<file path="src/rtl/dispatch_pkg.sv">
// Shared constants for the dispatch arbiter slice.
// Entry layout, FSM encodings and a pointer-width helper.
package dispatch_pkg;

  localparam int VALID_BIT = 1;
  localparam int OVERHEAD  = VALID_BIT;

  localparam logic [0:0] INIT = 1'b0;
  localparam logic [0:0] RUN  = 1'b1;

  function automatic int ptr_w(input int n);
    return (n > 1) ? $clog2(n) : 1;
  endfunction

endpackage

</file>
<file path="src/rtl/rr_arbiter.sv">
// Combinational round-robin arbiter.
// Scans requests starting at ptr, grants the first one found.
module rr_arbiter
  import dispatch_pkg::*;
#(
  parameter int NUM_REQ = 4,
  localparam int PW = ptr_w(NUM_REQ)
) (
  input  logic [NUM_REQ-1:0] req,
  input  logic [PW-1:0]      ptr,
  output logic [NUM_REQ-1:0] gnt
);

  logic          found;
  logic [PW:0]   sum;
  logic [PW-1:0] sel;

  // Rotate from ptr, take the first asserted request
  always_comb begin
    gnt   = '0;
    found = 1'b0;
    sum   = '0;
    sel   = '0;
    for (int k = 0; k < NUM_REQ; k++) begin
      sum = {1'b0, ptr} + (PW+1)'(k);
      if (sum >= (PW+1)'(NUM_REQ))
        sum = sum - (PW+1)'(NUM_REQ);
      sel = sum[PW-1:0];
      if (!found && req[sel]) begin
        gnt[sel] = 1'b1;
        found    = 1'b1;
      end
    end
  end

endmodule

</file>
<file path="src/rtl/dispatch_arbiter.sv">
// Dispatch table front end: N-way write arbiter,
// single read port with write forwarding, table init.
module dispatch_arbiter
  import dispatch_pkg::*;
#(
  parameter int CORE        = 0,
  parameter int DATA_WIDTH  = 32,
  parameter int INDEX_WIDTH = 8,
  parameter int NUM_REQ     = 4
) (
  input  logic                           clock,
  input  logic                           reset,
  input  logic [NUM_REQ-1:0]             wr_req,
  input  logic [NUM_REQ*INDEX_WIDTH-1:0] wr_addr,
  input  logic [NUM_REQ*DATA_WIDTH-1:0]  wr_data,
  input  logic [NUM_REQ-1:0]             wr_valid,
  output logic [NUM_REQ-1:0]             wr_gnt,
  input  logic                           rd_req,
  input  logic [INDEX_WIDTH-1:0]         rd_addr,
  output logic                           rd_ack,
  output logic [DATA_WIDTH-1:0]          rd_data,
  output logic                           rd_entry_valid,
  output logic                           busy,
  output logic                           ram_read,
  output logic [INDEX_WIDTH-1:0]         ram_read_addr,
  input  logic [DATA_WIDTH:0]            ram_read_data,
  output logic                           ram_write,
  output logic [INDEX_WIDTH-1:0]         ram_write_addr,
  output logic [DATA_WIDTH:0]            ram_write_data,
  input  logic                           report
);

  localparam int PW = ptr_w(NUM_REQ);
  localparam int EW = DATA_WIDTH + OVERHEAD;
  localparam logic [INDEX_WIDTH-1:0] LAST = '1;

  logic [0:0]             state;
  logic [INDEX_WIDTH-1:0] init_addr;
  logic [PW-1:0]          ptr;
  logic [PW-1:0]          ptr_nxt;
  logic                   run;
  logic [NUM_REQ-1:0]     arb_req;
  logic                   any_gnt;
  logic [INDEX_WIDTH-1:0] sel_addr;
  logic [EW-1:0]          sel_data;
  logic                   wq_vld;
  logic [INDEX_WIDTH-1:0] wq_addr;
  logic [EW-1:0]          wq_data;
  logic                   fwd_hit;
  logic [EW-1:0]          fwd_data;
  logic [EW-1:0]          rd_word;
  logic [31:0]            cycles;

  assign run     = reset && (state == RUN);
  assign busy    = !run;
  assign arb_req = run ? wr_req : '0;
  assign any_gnt = |wr_gnt;

  rr_arbiter #(
    .NUM_REQ (NUM_REQ)
  ) u_arb (
    .req (arb_req),
    .ptr (ptr),
    .gnt (wr_gnt)
  );

  // Pick the granted requester's operands and next pointer
  always_comb begin
    sel_addr = '0;
    sel_data = '0;
    ptr_nxt  = ptr;
    for (int i = 0; i < NUM_REQ; i++) begin
      if (wr_gnt[i]) begin
        sel_addr = wr_addr[i*INDEX_WIDTH +: INDEX_WIDTH];
        sel_data = {wr_valid[i],
                    wr_data[i*DATA_WIDTH +: DATA_WIDTH]};
        ptr_nxt  = (i == NUM_REQ-1) ? '0 : PW'(i+1);
      end
    end
  end

  // RAM write port: init sweep, else the write stage
  always_comb begin
    ram_write      = 1'b0;
    ram_write_addr = '0;
    ram_write_data = '0;
    if (reset) begin
      if (state == INIT) begin
        ram_write      = 1'b1;
        ram_write_addr = init_addr;
      end else if (wq_vld) begin
        ram_write      = 1'b1;
        ram_write_addr = wq_addr;
        ram_write_data = wq_data;
      end
    end
  end

  assign ram_read      = run && rd_req;
  assign ram_read_addr = rd_addr;

  assign rd_word        = fwd_hit ? fwd_data : ram_read_data;
  assign rd_data        = rd_ack ? rd_word[DATA_WIDTH-1:0] : '0;
  assign rd_entry_valid = rd_ack && rd_word[DATA_WIDTH];

  // INIT sweeps every address once, then RUN
  always_ff @(posedge clock) begin
    if (!reset) begin
      state     <= INIT;
      init_addr <= '0;
    end else if (state == INIT) begin
      init_addr <= init_addr + 1'b1;
      if (init_addr == LAST)
        state <= RUN;
    end
  end

  // Round-robin pointer and registered write stage
  always_ff @(posedge clock) begin
    if (!reset) begin
      ptr     <= '0;
      wq_vld  <= 1'b0;
      wq_addr <= '0;
      wq_data <= '0;
    end else begin
      ptr    <= ptr_nxt;
      wq_vld <= any_gnt;
      if (any_gnt) begin
        wq_addr <= sel_addr;
        wq_data <= sel_data;
      end
    end
  end

  // Read ack, plus capture of a same-cycle write for forwarding
  always_ff @(posedge clock) begin
    if (!reset) begin
      rd_ack   <= 1'b0;
      fwd_hit  <= 1'b0;
      fwd_data <= '0;
    end else begin
      rd_ack   <= ram_read;
      fwd_hit  <= ram_read && ram_write &&
                  (ram_write_addr == rd_addr);
      fwd_data <= ram_write_data;
    end
  end

  // Free-running cycle counter
  always_ff @(posedge clock) begin
    if (!reset)
      cycles <= '0;
    else
      cycles <= cycles + 32'd1;
  end

`ifndef SYNTHESIS
  // Debug trace of arbiter and RAM port activity
  always_ff @(posedge clock) begin
    if (report)
      $display("core%0d cyc=%0d st=%s ptr=%0d gnt=%b rd=%b@%h wr=%b@%h:%h",
               CORE, cycles,
               (state == RUN) ? "RUN" : "INIT",
               ptr, wr_gnt,
               ram_read, ram_read_addr,
               ram_write, ram_write_addr, ram_write_data);
  end
`endif

endmodule
</file>
<file path="config.mk">
export PLATFORM = sky130hd
export DESIGN_NAME = dispatch_arbiter
export DESIGN_NICKNAME = d
export VERILOG_FILES = /design/src/rtl/dispatch_pkg.sv /design/src/rtl/rr_arbiter.sv /design/src/rtl/dispatch_arbiter.sv
export SDC_FILE = /design/constraint.sdc
export NUM_CORES = 1
export LEC_CHECK = 0
export ABC_AREA = 0
export CORE_ASPECT_RATIO = 1.4
export CORE_UTILIZATION = 30
export CTS_CLUSTER_SIZE = 14
export DETAILED_ROUTE_END_ITERATION = 6
export GPL_TIMING_DRIVEN = 0
export PLACE_DENSITY = 0.69
export SYNTH_ARGS = -nofsm -noshare
export SYNTH_HDL_FRONTEND = slang
export SYNTH_SLANG_ARGS = --single-unit
export TNS_END_PERCENT = 10
</file>
<file path="constraint.sdc">
create_clock -name clock -period 6.2 [get_ports clock]
set_clock_uncertainty 0.2 [all_clocks]
set_input_delay 1.86 -clock clock [delete_from_list [all_inputs] [get_ports clock]]
set_output_delay 1.86 -clock clock [all_outputs]
set_load 0.05 [all_outputs]
</file>
Word-level counts from Yosys, hierarchy flattened
Cells that the tools add are included.
{"block": "op_classes", "n_addsub": 8, "multipliers": 0, "div": 0, "n_lt_le_gt_ge": 12, "n_eq_ne": 2, "shift": 0, "n_mux": 52, "bitwise_logic": 4, "n_reduce_logical": 19}
{"operator": "$mux 33", "n": 8}
{"operator": "$mux 8", "n": 7}
{"operator": "$mux 32", "n": 1}
{"operator": "$mux 4", "n": 5}
{"operator": "$mux 1", "n": 16}
{"operator": "$mux 2", "n": 7}
{"operator": "$logic_and 1x1->1", "n": 12}
{"operator": "$lt 2x3->1 const B", "n": 4}
{"operator": "$or 4x4->4", "n": 3}
{"operator": "$ge 3x3->1 const B", "n": 3}
{"operator": "$add 8x1->8 const B", "n": 1}
{"operator": "$bmux 1 s2", "n": 4}
{"operator": "$demux 1 s2", "n": 4}
{"operator": "$eq 8x8->1", "n": 1}
{"operator": "$eq 8x8->1 const B", "n": 1}
{"operator": "$ge 2x1->1 const B", "n": 4}
{"operator": "$sub 2x1->2 const B", "n": 4}
{"operator": "$add 2x2->3 const B", "n": 2}
{"operator": "$logic_not 1->1", "n": 4}
{"operator": "$reduce_or 4->1", "n": 1}
{"operator": "$add 2x1->3 const B", "n": 1}
{"operator": "$ge 2x3->1 const B", "n": 1}
{"operator": "$reduce_bool 3->1", "n": 1}
{"operator": "$reduce_or 2->1", "n": 1}
{"operator": "$not 1->1", "n": 1}
{"block": "word_totals", "regBits": 88, "latch_bits": 0, "ramBits": 0, "rom_bits": 0, "out_inout_bits": 90, "memories": 0}

Longest topological paths before layout
{"block": "logic_depth", "word_depth": 18, "depth_mapped": 14, "ltp_nobuf": 10}

Modules after synthesis
From an unflattened synthesis, not the netlist that was laid out.
{"block": "unflattened", "hier_cells": 663, "hier_area_um2": 5445.2}
{"mod": "dispatch_arbiter", "instances": 1, "cells_per_inst": 633, "area_each_um2": 5142.4, "seq_area_each_um2": 1761.7}
{"mod": "rr_arbiter", "instances": 1, "cells_per_inst": 30, "area_each_um2": 302.8, "seq_area_each_um2": 0.0}

Worst setup path before layout
No wires, ideal clock.
{"block": "synth_timing", "path_kind": "input port to output port", "start": "input wr_req[0]", "end": "output wr_gnt[2]", "arrival_time_ps": 3655, "path_slack_ps": 485, "stages": 5, "path_buffers": 1, "path_cell_list": "or3b_1 > a2111oi_4 > o21ai_1 > nand4_2 > clkbuf_1"}
{"block": "synth_via", "elab_chain_len": 13, "elab_cells_between_ends": 25, "classes_between": "mux (16); bitwise (3); reduce/logical (6)"}
{"element": "start: declaration", "line_no": "dispatch_arbiter.sv:13", "rtl": "input logic [NUM_REQ-1:0] wr_req,"}
{"element": "$mux 4 (*)", "line_no": "dispatch_arbiter.sv:56", "rtl": "assign arb_req = run ? wr_req : '0;"}
{"element": "$bmux 1 s2", "line_no": "rr_arbiter.sv:29", "rtl": "if (!found && req[sel]) begin"}
{"element": "$mux 1 (implied by the code)", "line_no": "rr_arbiter.sv:29"}
{"element": "$mux 1", "line_no": "rr_arbiter.sv:29"}
{"element": "$logic_not 1->1", "line_no": "rr_arbiter.sv:29"}
{"element": "$logic_and 1x1->1", "line_no": "rr_arbiter.sv:29"}
{"element": "$mux 1", "line_no": "rr_arbiter.sv:29"}
{"element": "$logic_not 1->1", "line_no": "rr_arbiter.sv:29"}
{"element": "$logic_and 1x1->1", "line_no": "rr_arbiter.sv:29"}
{"element": "$mux 1", "line_no": "rr_arbiter.sv:29"}
{"element": "$logic_not 1->1", "line_no": "rr_arbiter.sv:29"}
{"element": "$logic_and 1x1->1", "line_no": "rr_arbiter.sv:29"}
{"element": "$mux 4 (*)", "line_no": "rr_arbiter.sv:29"}
{"element": "end: declaration", "line_no": "dispatch_arbiter.sv:17", "rtl": "output logic [NUM_REQ-1:0] wr_gnt,"}
Every way passes the cells marked *; elsewhere a longest branch is shown, timed or not. The select of a mux whose other input is x is not followed.

Final worst setup path
{"block": "layout_timing", "start": "input reset", "end": "output ram_write_data[32]"}
{"block": "layout_via", "elab_chain_len": 1}
{"element": "start: declaration", "line_no": "dispatch_arbiter.sv:12", "rtl": "input logic reset,"}
{"element": "$mux 33", "line_no": "dispatch_arbiter.sv:87", "rtl": "if (reset) begin"}
{"element": "end: declaration", "line_no": "dispatch_arbiter.sv:29", "rtl": "output logic [DATA_WIDTH:0] ram_write_data,"}
Every way passes these cells.

==> run metrics <==
crit-path max cell delay around 0.84 ns; biggest area consumer among synthesized cells dfxtp_1; die span in y approximately 160 um; Root Buffer clkbuf_16; Critical Path Sink Type output pin; CP Class in -> out; max-slew violations 0; hold_buf cts 0; CTS Sinks 88; post-synthesis async set-or-reset flop share 0%; DR pass1 iterations 5; ANT nets after route 0; Worst Hold Launch wq_data[12]; wire per inst 18.0 um; CTS max path bufs 2; XOR/XNOR share of the synthesized area 2.13%; Synth Area in Compound Gates 26.2%; placed insts 1,162; placed cell areas 8660 um^2; minimum clock period 6.14 ns; mapped cell area between 5000 and 6000 um^2; CTS tree yes; initial antenna violation count 0; vias in the first global route around 5,700; top post-synthesis cells by area dfxtp_1 (33%), a221oi_2 (11%), nor2_1 (7.8%); Worst Setup SP reset; Ports 303; starting density of the core between 30% and 40%; Post-synth top cells nor2_1 (111), dfxtp_1 (88), nand2_1 (55); CTS resizes 76; core area 17,400 um^2; total number of vias 5,689; CP cell instances clkdlybuf4s50_1, clkbuf_2, clkbuf_2, nand2_1, nor2_1, clkdlybuf4s50_1; Remaining DRCs 0; pre-CTS setup slack -1.09 ns; status completed; Num CTS Buffers 9; starting DRC count in detailed routing ~210; Peak Freq 163 MHz; synth warn 0; Final #Nets about 1,200; Setup crit start kind input port; IO Port Bufs 301; htree depth 3; Cells after Synth between 600 and 700; Yosys reg bits 88; layout cell share with drive strength beyond 1 13.5%; final hold vios 0; die width 115 um; post-DP HPWL 17,000 um; Final Instance Count excl. Fillers around 1,200; Netlist cell types 43; row count 57; ANT cells 0; Seq/Total Area, Yosys 32.9%; slowest cell on the critical path clkdlybuf4s50_1; Setup violations, final 0; Post-CTS Setup Bufs 0; vias per inst 4.84; Main synth FF type dfxtp_1; Avg Cell Area, Syn between 8 and 9 um^2; Util after Layout slightly above 50%; Die ar. 18,400 um^2; clk_lat worst skew 0.34 ns; Max-Cap Viols 0; largest net degree at the start of global routing 20; reg2reg start ptr[0]; period utilization 99.0%; EDFF count, synth 0; Worst-Margin Slew approximately 0.78 ns; multiplexer area fraction after synthesis 7.72%; largest family of logic cells by synthesized area compound AO/OA/AOI/OAI gates; top-count cell post-synth nor2_1; Worst Path Required between 4 and 5 ns; Area growth syn-to-layout 66.9%; Leak 0.00351 uW; simple-gate share of the synthesized area 22.1%; final wirelength between 20,000 and 25,000 um; CP arrival 4.08 ns; Slew Limit Headroom 48.1%; Post-Syn Nets 846; Synth top area share 32.9%; Routability Congestion approximately 0.88; worst min-delay path category reg -> reg; Finished Cell Area 8920 um^2; total grt overflow 0; post-synthesis adder-cell area fraction 1.87%; Worst Path Max Fanout 10; clock-pin slew on the worst setup and hold paths ~0.060 ns; power density cells 153 nW/um^2; setup ws final around 0.064 ns; first-pass GRT wire length about 32,000 um; worst vdd rail ir drop 0.0000974 V; gr usage total 22.8%; RSZ-0062 raised after global routing yes
-- critical path: cells and delay by family --
| family | cells | cell delay [ns] |
|---|---|---|
| buffers and inverters | 4 | 1.95 |
| and+or+nand+nor | 2 | 0.26 |
-- per-stage QoR --
stage	setup TNS, ns	hold WS, ns	total power (uW)
global route	-0.0764	0.275	1410
detailed placement	-28.04	0.258	785
global placement	-27.62	0.247	784
CTS	0	0.265	1380
floorplan	0	0.235	626
finish	0	0.266	1370
-- registers in the layout, indices dropped and copies added (netlist names) --
signal,cells
wq_vld,1
wq_data,33
init_addr,8
wq_addr,8
fwd_hit,1
fwd_data,33
ptr,2
state,1
rd_ack,1
-- per-layer routing --
| metal | GRT usage, % | vias up | wire [um] |
|---|---|---|---|
| met5 | 0 | - | 0 |
| met3 | 3.11 | 37 | 1090 |
| met1 | 25.0 | 2601 | 8130 |
| met4 | 9.56 | 0 | 649 |
| met2 | 42.8 | 221 | 11300 |
| li1 | - | 2830 | - |
-- where the power goes --
part / internal [uW] / switching, uW
combinational: 139 / 64.5
sequential: 567 / 1.83
clock: 354 / 241
total: 1060 / 307
-- cell families after synthesis --
| kind of cell | after synthesis |
|---|---|
| flip-flops | 88 |
| XOR/XNOR | 13 |
| adder cells (fa/ha/maj) | 8 |
| AND/OR/NAND/NOR | 252 |
| AO/OA/AOI/OAI | 153 |
| buffers and inverters | 70 |
| multiplexers | 41 |
-- path summary, 6_finish.rpt --
| kind | slack [ns] | cells past startpoint | endpoint |
|---|---|---|---|
| hold reg to reg | 0.27 | 2 | fwd_data[12] |
| hold / removal | 0.27 | 2 | fwd_data[12] |
| setup reg to reg | 2.33 | 11 | wq_data[19] |
| setup / recovery | 0.06 | 6 | ram_write_data[32] |
-- cells in the final DEF, fill, tap and decap left out, drive strengths merged, types with 2 or more instances in the layout --
cell type,count
ha,8
clkbuf,57
buf,29
nand3,18
xnor2,12
dlymetal6s2s,2
clkinvlp,2
and2,8
o21a,3
a21oi,4
and3,7
nor2b,37
a221oi,41
a2111oi,2
clkdlybuf4s15,15
a211oi,2
mux2i,39
dlygate4sd2,6
a21o,41
dfxtp,88
o21ai,10
o22ai,43
nor2,111
nand3b,6
nand4,3
nand2,55
mux2,2
clkdlybuf4s50,260
inv,10
a21boi,5
bufinv,2
or3b,4
-- cell type report --
type,count,area [um^2]
Sequential cell,88,1760
Clock buffer,9,225
Clock inverter,6,92.6
Buffer,59,343
Multi-Input combinational cell,467,3240
Tap cell,236,295
Inverter,9,35.0
Timing Repair Buffer,301,2940
Fill cell,1716,8480
Power figures use the tool's default switching activity.
